--- src/rtl/mtm_alu_sin_rx.sv ---
`default_nettype none
// ============================================================================
// Module   : mtm_alu_sin_rx
// Brief    : Serial packet receiver for the ALU. It decodes 11-bit frames on
//            sin and assembles 8 data frames plus 1 command frame into A, B
//            and OP. Each packet produces a one-cycle out_valid strobe and a
//            3-bit error code.
//            Optional CRC4 checking is enabled with the macro
//            MTM_ALU_SIN_RX_CRC_CHECK_EN.
// Revision : 1.0 - initial release
// ============================================================================
module mtm_alu_sin_rx (
    input  logic        clk,
    input  logic        rst,
    input  logic        sin,
    output logic [31:0] A,
    output logic [31:0] B,
    output logic [2:0]  OP,
    output logic [2:0]  ERR,
    output logic        out_valid
);

    typedef enum logic [1:0] {
        S_IDLE = 2'd0,
        S_TYPE = 2'd1,
        S_DATA = 2'd2,
        S_STOP = 2'd3
    } state_t;

    localparam logic [3:0] c_FRAMES_FULL = 4'd8;
    localparam logic [3:0] c_FRAMES_SAT  = 4'd9;
    localparam logic [2:0] c_ERR_DATA    = 3'b100;
    localparam logic [2:0] c_ERR_CRC     = 3'b010;
    localparam logic [2:0] c_ERR_OP      = 3'b001;
    localparam logic [2:0] c_ERR_NONE    = 3'b000;

    state_t      r_state;
    logic [2:0]  r_bit_cnt;
    logic        r_is_cmd;
    logic [7:0]  r_byte;
    logic [63:0] r_shift;
    logic [3:0]  r_frame_cnt;
    logic        r_need_high;

    logic        w_pkt_end;
    logic        w_crc_err;
    logic        w_op_ok;
    logic [2:0]  w_err;

    // A packet ends on any cmd stop bit or on a framing error in any frame.
    assign w_pkt_end = (r_state == S_STOP) && (r_is_cmd || !sin);

    // Only AND, OR, ADD and SUB are legal. Each of these has OP[1] = 0.
    assign w_op_ok = ~r_byte[5];

`ifdef MTM_ALU_SIN_RX_CRC_CHECK_EN
    logic [3:0] r_crc;
    logic       w_crc_en;
    logic       w_crc_bit;
    logic       w_crc_fb;
    logic [3:0] w_crc_next;

    // Cmd payload bit 7 is replaced by a constant 1.
    // Only the OP bits that follow it feed the LFSR.
    always_comb begin
        w_crc_en   = (r_state == S_DATA) && (!r_is_cmd || (r_bit_cnt <= 3'd3));
        w_crc_bit  = (r_is_cmd && (r_bit_cnt == 3'd0)) ? 1'b1 : sin;
        w_crc_fb   = r_crc[3] ^ w_crc_bit;
        w_crc_next = {r_crc[2], r_crc[1], r_crc[0] ^ w_crc_fb, w_crc_fb};
    end

    always_ff @(posedge clk) begin
        if (rst) begin
            r_crc <= 4'b0000;
        end else if (w_pkt_end) begin
            r_crc <= 4'b0000;
        end else if (w_crc_en) begin
            r_crc <= w_crc_next;
        end
    end

    assign w_crc_err = (r_crc != r_byte[3:0]);
`else
    assign w_crc_err = 1'b0;
`endif

    always_comb begin
        w_err = c_ERR_NONE;
        if (r_frame_cnt != c_FRAMES_FULL) begin
            w_err = c_ERR_DATA;
        end else if (w_crc_err) begin
            w_err = c_ERR_CRC;
        end else if (!w_op_ok) begin
            w_err = c_ERR_OP;
        end
    end

    always_ff @(posedge clk) begin
        if (rst) begin
            r_state     <= S_IDLE;
            r_bit_cnt   <= 3'd0;
            r_is_cmd    <= 1'b0;
            r_byte      <= 8'h00;
            r_shift     <= 64'd0;
            r_frame_cnt <= 4'd0;
            r_need_high <= 1'b0;
            A           <= 32'd0;
            B           <= 32'd0;
            OP          <= 3'b000;
            ERR         <= c_ERR_NONE;
            out_valid   <= 1'b0;
        end else begin
            out_valid <= 1'b0;
            case (r_state)
                S_IDLE: begin
                    // After a framing error the line must return high
                    // before a new start bit is accepted.
                    if (r_need_high) begin
                        if (sin) begin
                            r_need_high <= 1'b0;
                        end
                    end else if (!sin) begin
                        r_state <= S_TYPE;
                    end
                end
                S_TYPE: begin
                    r_is_cmd  <= sin;
                    r_bit_cnt <= 3'd0;
                    r_state   <= S_DATA;
                end
                S_DATA: begin
                    r_byte    <= {r_byte[6:0], sin};
                    r_bit_cnt <= r_bit_cnt + 3'd1;
                    if (r_bit_cnt == 3'd7) begin
                        r_state <= S_STOP;
                    end
                end
                S_STOP: begin
                    r_state <= S_IDLE;
                    if (!sin) begin
                        out_valid   <= 1'b1;
                        ERR         <= c_ERR_DATA;
                        r_frame_cnt <= 4'd0;
                        r_need_high <= 1'b1;
                    end else if (r_is_cmd) begin
                        out_valid   <= 1'b1;
                        B           <= r_shift[63:32];
                        A           <= r_shift[31:0];
                        OP          <= r_byte[6:4];
                        ERR         <= w_err;
                        r_frame_cnt <= 4'd0;
                    end else begin
                        r_shift <= {r_shift[55:0], r_byte};
                        if (r_frame_cnt != c_FRAMES_SAT) begin
                            r_frame_cnt <= r_frame_cnt + 4'd1;
                        end
                    end
                end
                default: r_state <= S_IDLE;
            endcase
        end
    end

endmodule
`default_nettype wire
--- config.mk ---
export PLATFORM = sky130hd
export DESIGN_NAME = mtm_alu_sin_rx
export DESIGN_NICKNAME = d
export VERILOG_FILES = /design/src/rtl/mtm_alu_sin_rx.sv
export SDC_FILE = /design/constraint.sdc
export NUM_CORES = 1
export LEC_CHECK = 0
export CORE_ASPECT_RATIO = 1.2
export CORE_UTILIZATION = 35
export DETAILED_ROUTE_END_ITERATION = 6
export SLEW_MARGIN = 15
export SYNTH_ARGS = -nofsm -noshare
export SYNTH_HDL_FRONTEND = slang
export SYNTH_SLANG_ARGS = --single-unit
export TNS_END_PERCENT = 1
--- constraint.sdc ---
create_clock -name clk -period 2.5 [get_ports clk]
set_clock_uncertainty 0.2 [all_clocks]
set_input_delay 0.5 -clock clk [delete_from_list [all_inputs] [get_ports clk]]
set_output_delay 0.5 -clock clk [all_outputs]
set_load 0.01 [all_outputs]
# ---- Word level (Yosys, flattened, before mapping)
# Index checks and enable logic that the tools add are counted.
dict set report classes {
  eq_ne 12
  n_reduce_logical 10
  bitwise 2
  n_addsub 2
  n_mux 18
}
# cell count
set ops {}
lappend ops {{4-bit two-way mux} 3}
lappend ops {{3-bit two-way mux} 3}
lappend ops {{3-bit AND reduction} 3}
lappend ops {{2-bit != test (second input constant)} 4}
lappend ops {{4-bit != test (second input constant)} 2}
lappend ops {{2-bit case mux with 4 select lines} 1}
lappend ops {{1-bit two-way mux} 6}
lappend ops {{2-bit two-way mux} 3}
lappend ops {{3-bit case mux with 2 select lines} 1}
lappend ops {{2-bit AND reduction} 3}
lappend ops {{4-bit by 1-bit adder with 4-bit output (second input constant)} 1}
lappend ops {{2-bit equality test (second input constant)} 2}
lappend ops {{2-bit nonzero test} 2}
lappend ops {{3-bit by 1-bit adder with 3-bit output (second input constant)} 1}
lappend ops {{3-bit equality test (second input constant)} 1}
lappend ops {{3-bit by 1-bit != test with 1-bit output (second input constant)} 1}
lappend ops {{2-bit by 1-bit equality test with 1-bit output (second input constant)} 1}
lappend ops {{2-bit zero test} 1}
lappend ops {{2-bit by 1-bit != test with 1-bit output (second input constant)} 1}
lappend ops {{1-bit NOT} 2}
lappend ops {{1-bit case mux with 2 select lines} 1}
lappend ops {{2-bit OR reduction} 1}
dict set report word_totals {
  word_cells 56
  input_bits 3
  output_inout_bits 71
  ff_bits 154
}

# ---- Depth between registers and ports, before layout
dict set report depth {
  ltp_word 4
  ltp_mapped 7
}

# ---- Worst setup path after synthesis
# Ideal clock, no wire load.
dict set report synth_timing {
  path_type {register -> register}
  from {register r_state[0]}
  to {register r_frame_cnt[0]}
  setup_ns 0.095
  setup_slack_ns 0.886
  path_buffers 1
  arrival_time_ns 1.319
  path_stages_with_launch 6
  path_cell_list {dfxtp_1 ha_1 buf_4 nand3b_2 or4_1 o311ai_1}
}
dict set report synth_via {
  elab_chain_len 2
}
# item line_no
set synth_rtl {}
lappend synth_rtl {{start: declaration} 37} ;# state_t r_state;
lappend synth_rtl {{start signal: assignment} 100} ;# r_state <= S_IDLE;
lappend synth_rtl {{start signal: assignment} 123} ;# r_state <= S_TYPE;
lappend synth_rtl {{start signal: assignment} 129} ;# r_state <= S_DATA;
lappend synth_rtl {{2-bit equality test} 114} ;# case (r_state)
lappend synth_rtl {{2-bit AND reduction (no source line)} n/a}
lappend synth_rtl {{end signal: assignment} 155} ;# r_frame_cnt <= r_frame_cnt + 4'd1;
lappend synth_rtl {{end: declaration} 42} ;# logic [3:0] r_frame_cnt;
# No other way between the ends.
# A chain may end at the register's enable or synchronous reset.

# ---- Worst setup path in the final report
dict set report layout_timing {
  from {register B[0]}
  to {output port B[0]}
}
# item line_no
set layout_rtl {}
lappend layout_rtl {{start: declaration} 17} ;# output logic [31:0] B,
lappend layout_rtl {{start signal: assignment} 147} ;# B <= r_shift[63:32];
# No word-level cell between the ends.

==> out/metrics.cfg <==
[drt]
drt_first_pass_iters=5
dr_vias_cell=4.73
initialDrtViolationCount=340
detail_route.wirelength_mm=12.1
antenna_left=0
detail_route.wl_per_cell_um=12.8
drcViolationCount=0
via_count=4480

[sta]
finalWorstPathRequiredPeriod_ps=2040
final-hold-violation-count=0
grt_setup_unrepaired=no
post-route-period-util=0.817
fmax_mhz=490
slew_headroom=0.666
setup_total_negative_slack_ps=0
max_slew.worst_pin.slew_ps=501
report.final.setup_viol=0
finalMaxSlewViolations=0

[flow_run]
drv.max_cap_violation_count=0

[power_and_ir_drop]
net-switching-power_uw=1110
fin_total_pwr_uw=5530
power.ir.vdd_worst_mv=0.347
cellPowerDensity_mw_per_mm2=786
p_sw_frac=0.200
p_leak_uw=0.00231
p_seq_frac=0.450
power_report.internal_total_uw=4420
share_clk_of_total_power=0.504
power.combinational.fraction=0.046

[run_status]
run_status=finished, final reports clean

[critical_path]
path_cells=clkdlybuf4s50_1
kind_of_critical_path=reg2out
max_stage_delay_ps=550
critical_path_capture_point_type=primary output
critPathArrivalTime_ps=1340
crit_path_top_delay_cell=sky130_fd_sc_hd__clkdlybuf4s50_1
timing.critical_path.required_ps=1800
largest_delay_contributor_family_on_the_critical_path=buffers and inverters
cp.buffers_inverters=1
critPathLaunchType=flop
crit_fanout=2

[floorplan]
die-height_um=140
top_level_i_o_count=74
die_width_um=117
floorplan.initialDensity=0.357
fp-row-count=50
die-area_mm2=0.0163
core_area_mm2=0.0155

[global_routing]
antenna_found_initial=0
first_global_vias=4397
grt_pass1_wl_mm=20.4
grt_overflow_total=0
grt_util_all_layers=0.161
grt_start_max_net_pins=92

[yosys]
synthesis.instances=679
synthesis.area_per_instance_um2=8.16
syn_area_mm2=0.00554
yosys.cell_types.count=34
synth-edff-count=0
postSynthNetCount=691
number_of_synthesis_warnings=0
postSynthRegisterBits=153
dominantRegCellSynth=sky130_fd_sc_hd__dfxtp_1
post_synthesis_sequential_area_ratio=0.553
ys_async_sr_fraction=0

[clock_network]
numCtsBuffers=17
path_clk_slew_ps=60
clock_tree.htree_level_count=4
post-cts-setup-buffers=0
clock_tree_from_tritoncts=done
ctsLongestPathBuffers=2
cts_resized=0
cts_root_buffer=sky130_fd_sc_hd__clkbuf_16
cts_hold_repair.buffers=0
worstSkewPairLatency_ps=410
clock_sink_count=153

[placed_design]
dp_hpwl_mm=7.64
placed_cell_area_mm2=0.00639
place_congestion=0.732
io_buffer_count=72

[final_layout]
n_fill_cell=1564
top_library_cells_by_usage_in_the_layout_fill_and_taps_aside=264 x sky130_fd_sc_hd__nand2_1, 153 x sky130_fd_sc_hd__dfxtp_1, 137 x sky130_fd_sc_hd__a21oi_1
flow.area_growth_from_synthesis_pct=27.1
layout_commonest_cell=sky130_fd_sc_hd__nand2_1
multi_input_gate_area_in_the_final_layout_mm2=0.00219
fraction_of_layout_cells_with_a_size_suffix_above_1=0.0581
antennaDiodeCount=0
regArea_mm2=0.00306
final_core_util=0.454
nNetsFinal=740
final_design_area_excluding_fillers_mm2=0.00704

[worst_hold_path]
hold_path_class=in2reg

## layer usage
layer	global-route usage	share of wire
met5	0	0
met4	0.0720	0.0084
met3	0.0475	0.035
met2	0.258	0.49
met1	0.198	0.47
## power groups by stage
stage / combinational [µW] / clock (µW) / sequential [µW]
global placement: 245 / 0 / 2540
global route: 286 / 2960 / 2490
finish: 255 / 2790 / 2490
CTS: 258 / 2860 / 2490
detailed placement: 258 / 0 / 2540
floorplan: 202 / 0 / 2540
## cells by family after synthesis
kind of cell | Yosys count | synth area share
muxes | 10 | 0.0183
adders and majority gates | 9 | 0.0203
and+or+nand+nor | 299 | 0.215
other | 1 | 0.000677
DFF | 153 | 0.553
AOI/OAI and AO/OA | 149 | 0.141
buffers and inverters | 58 | 0.0524
## flip-flops by register name (all words and copies together) (netlist names)
register     count
r_is_cmd         1
r_frame_cnt      4
A               32
r_byte           8
r_bit_cnt        3
B               32
out_valid        1
ERR              2
r_shift         64
r_state          2
r_need_high      1
OP               3
## cell usage after synthesis, types with 2 or more instances
cell type,number,share of area
sky130_fd_sc_hd__nand2_1,264,0.18
sky130_fd_sc_hd__dfxtp_1,153,0.55
sky130_fd_sc_hd__a21oi_1,137,0.12
sky130_fd_sc_hd__buf_2,16,0.014
sky130_fd_sc_hd__clkbuf_1,15,0.010
sky130_fd_sc_hd__buf_4,14,0.019
sky130_fd_sc_hd__nor2_1,12,0.0081
sky130_fd_sc_hd__ha_1,9,0.020
sky130_fd_sc_hd__mux2i_1,9,0.016
sky130_fd_sc_hd__inv_1,8,0.0054
sky130_fd_sc_hd__buf_1,5,0.0034
sky130_fd_sc_hd__nand3_1,5,0.0045
sky130_fd_sc_hd__nand2b_1,4,0.0045
sky130_fd_sc_hd__o21ai_0,3,0.0027
sky130_fd_sc_hd__a311oi_1,2,0.0032
sky130_fd_sc_hd__and3b_1,2,0.0032
sky130_fd_sc_hd__nand4_1,2,0.0023
sky130_fd_sc_hd__nor3_1,2,0.0018
sky130_fd_sc_hd__nor3b_1,2,0.0027
## per-stage QoR
stage / worst slack [ps] / instances / hold slack (ps)
finish: 458 / 948 / 211
floorplan: 886 / 679 / 231
CTS: 430 / 948 / 185
global route: 393 / 948 / 197
detailed placement: 140 / 917 / 246
global placement: 181 / 917 / 242
## path summary, 6_finish.rpt
path               from     end  slack (ps)  cells past startpoint
max                B[0]    B[0]         460                      1
min                 rst  ERR[0]         210                      2
max reg2reg  r_state[0]    B[9]         570                      5
min reg2reg       B[14]   B[14]         250                      2
## cell type report
type                            count  share of cell area
Clock inverter                      8              0.0235
Tap cell                          208              0.0370
Inverter                            8             0.00427
Timing Repair Buffer               80               0.119
Multi-Input combinational cell    468               0.311
Sequential cell                   153               0.435
Clock buffer                       23              0.0693
No activity file was read; power rests on OpenSTA's default activity.
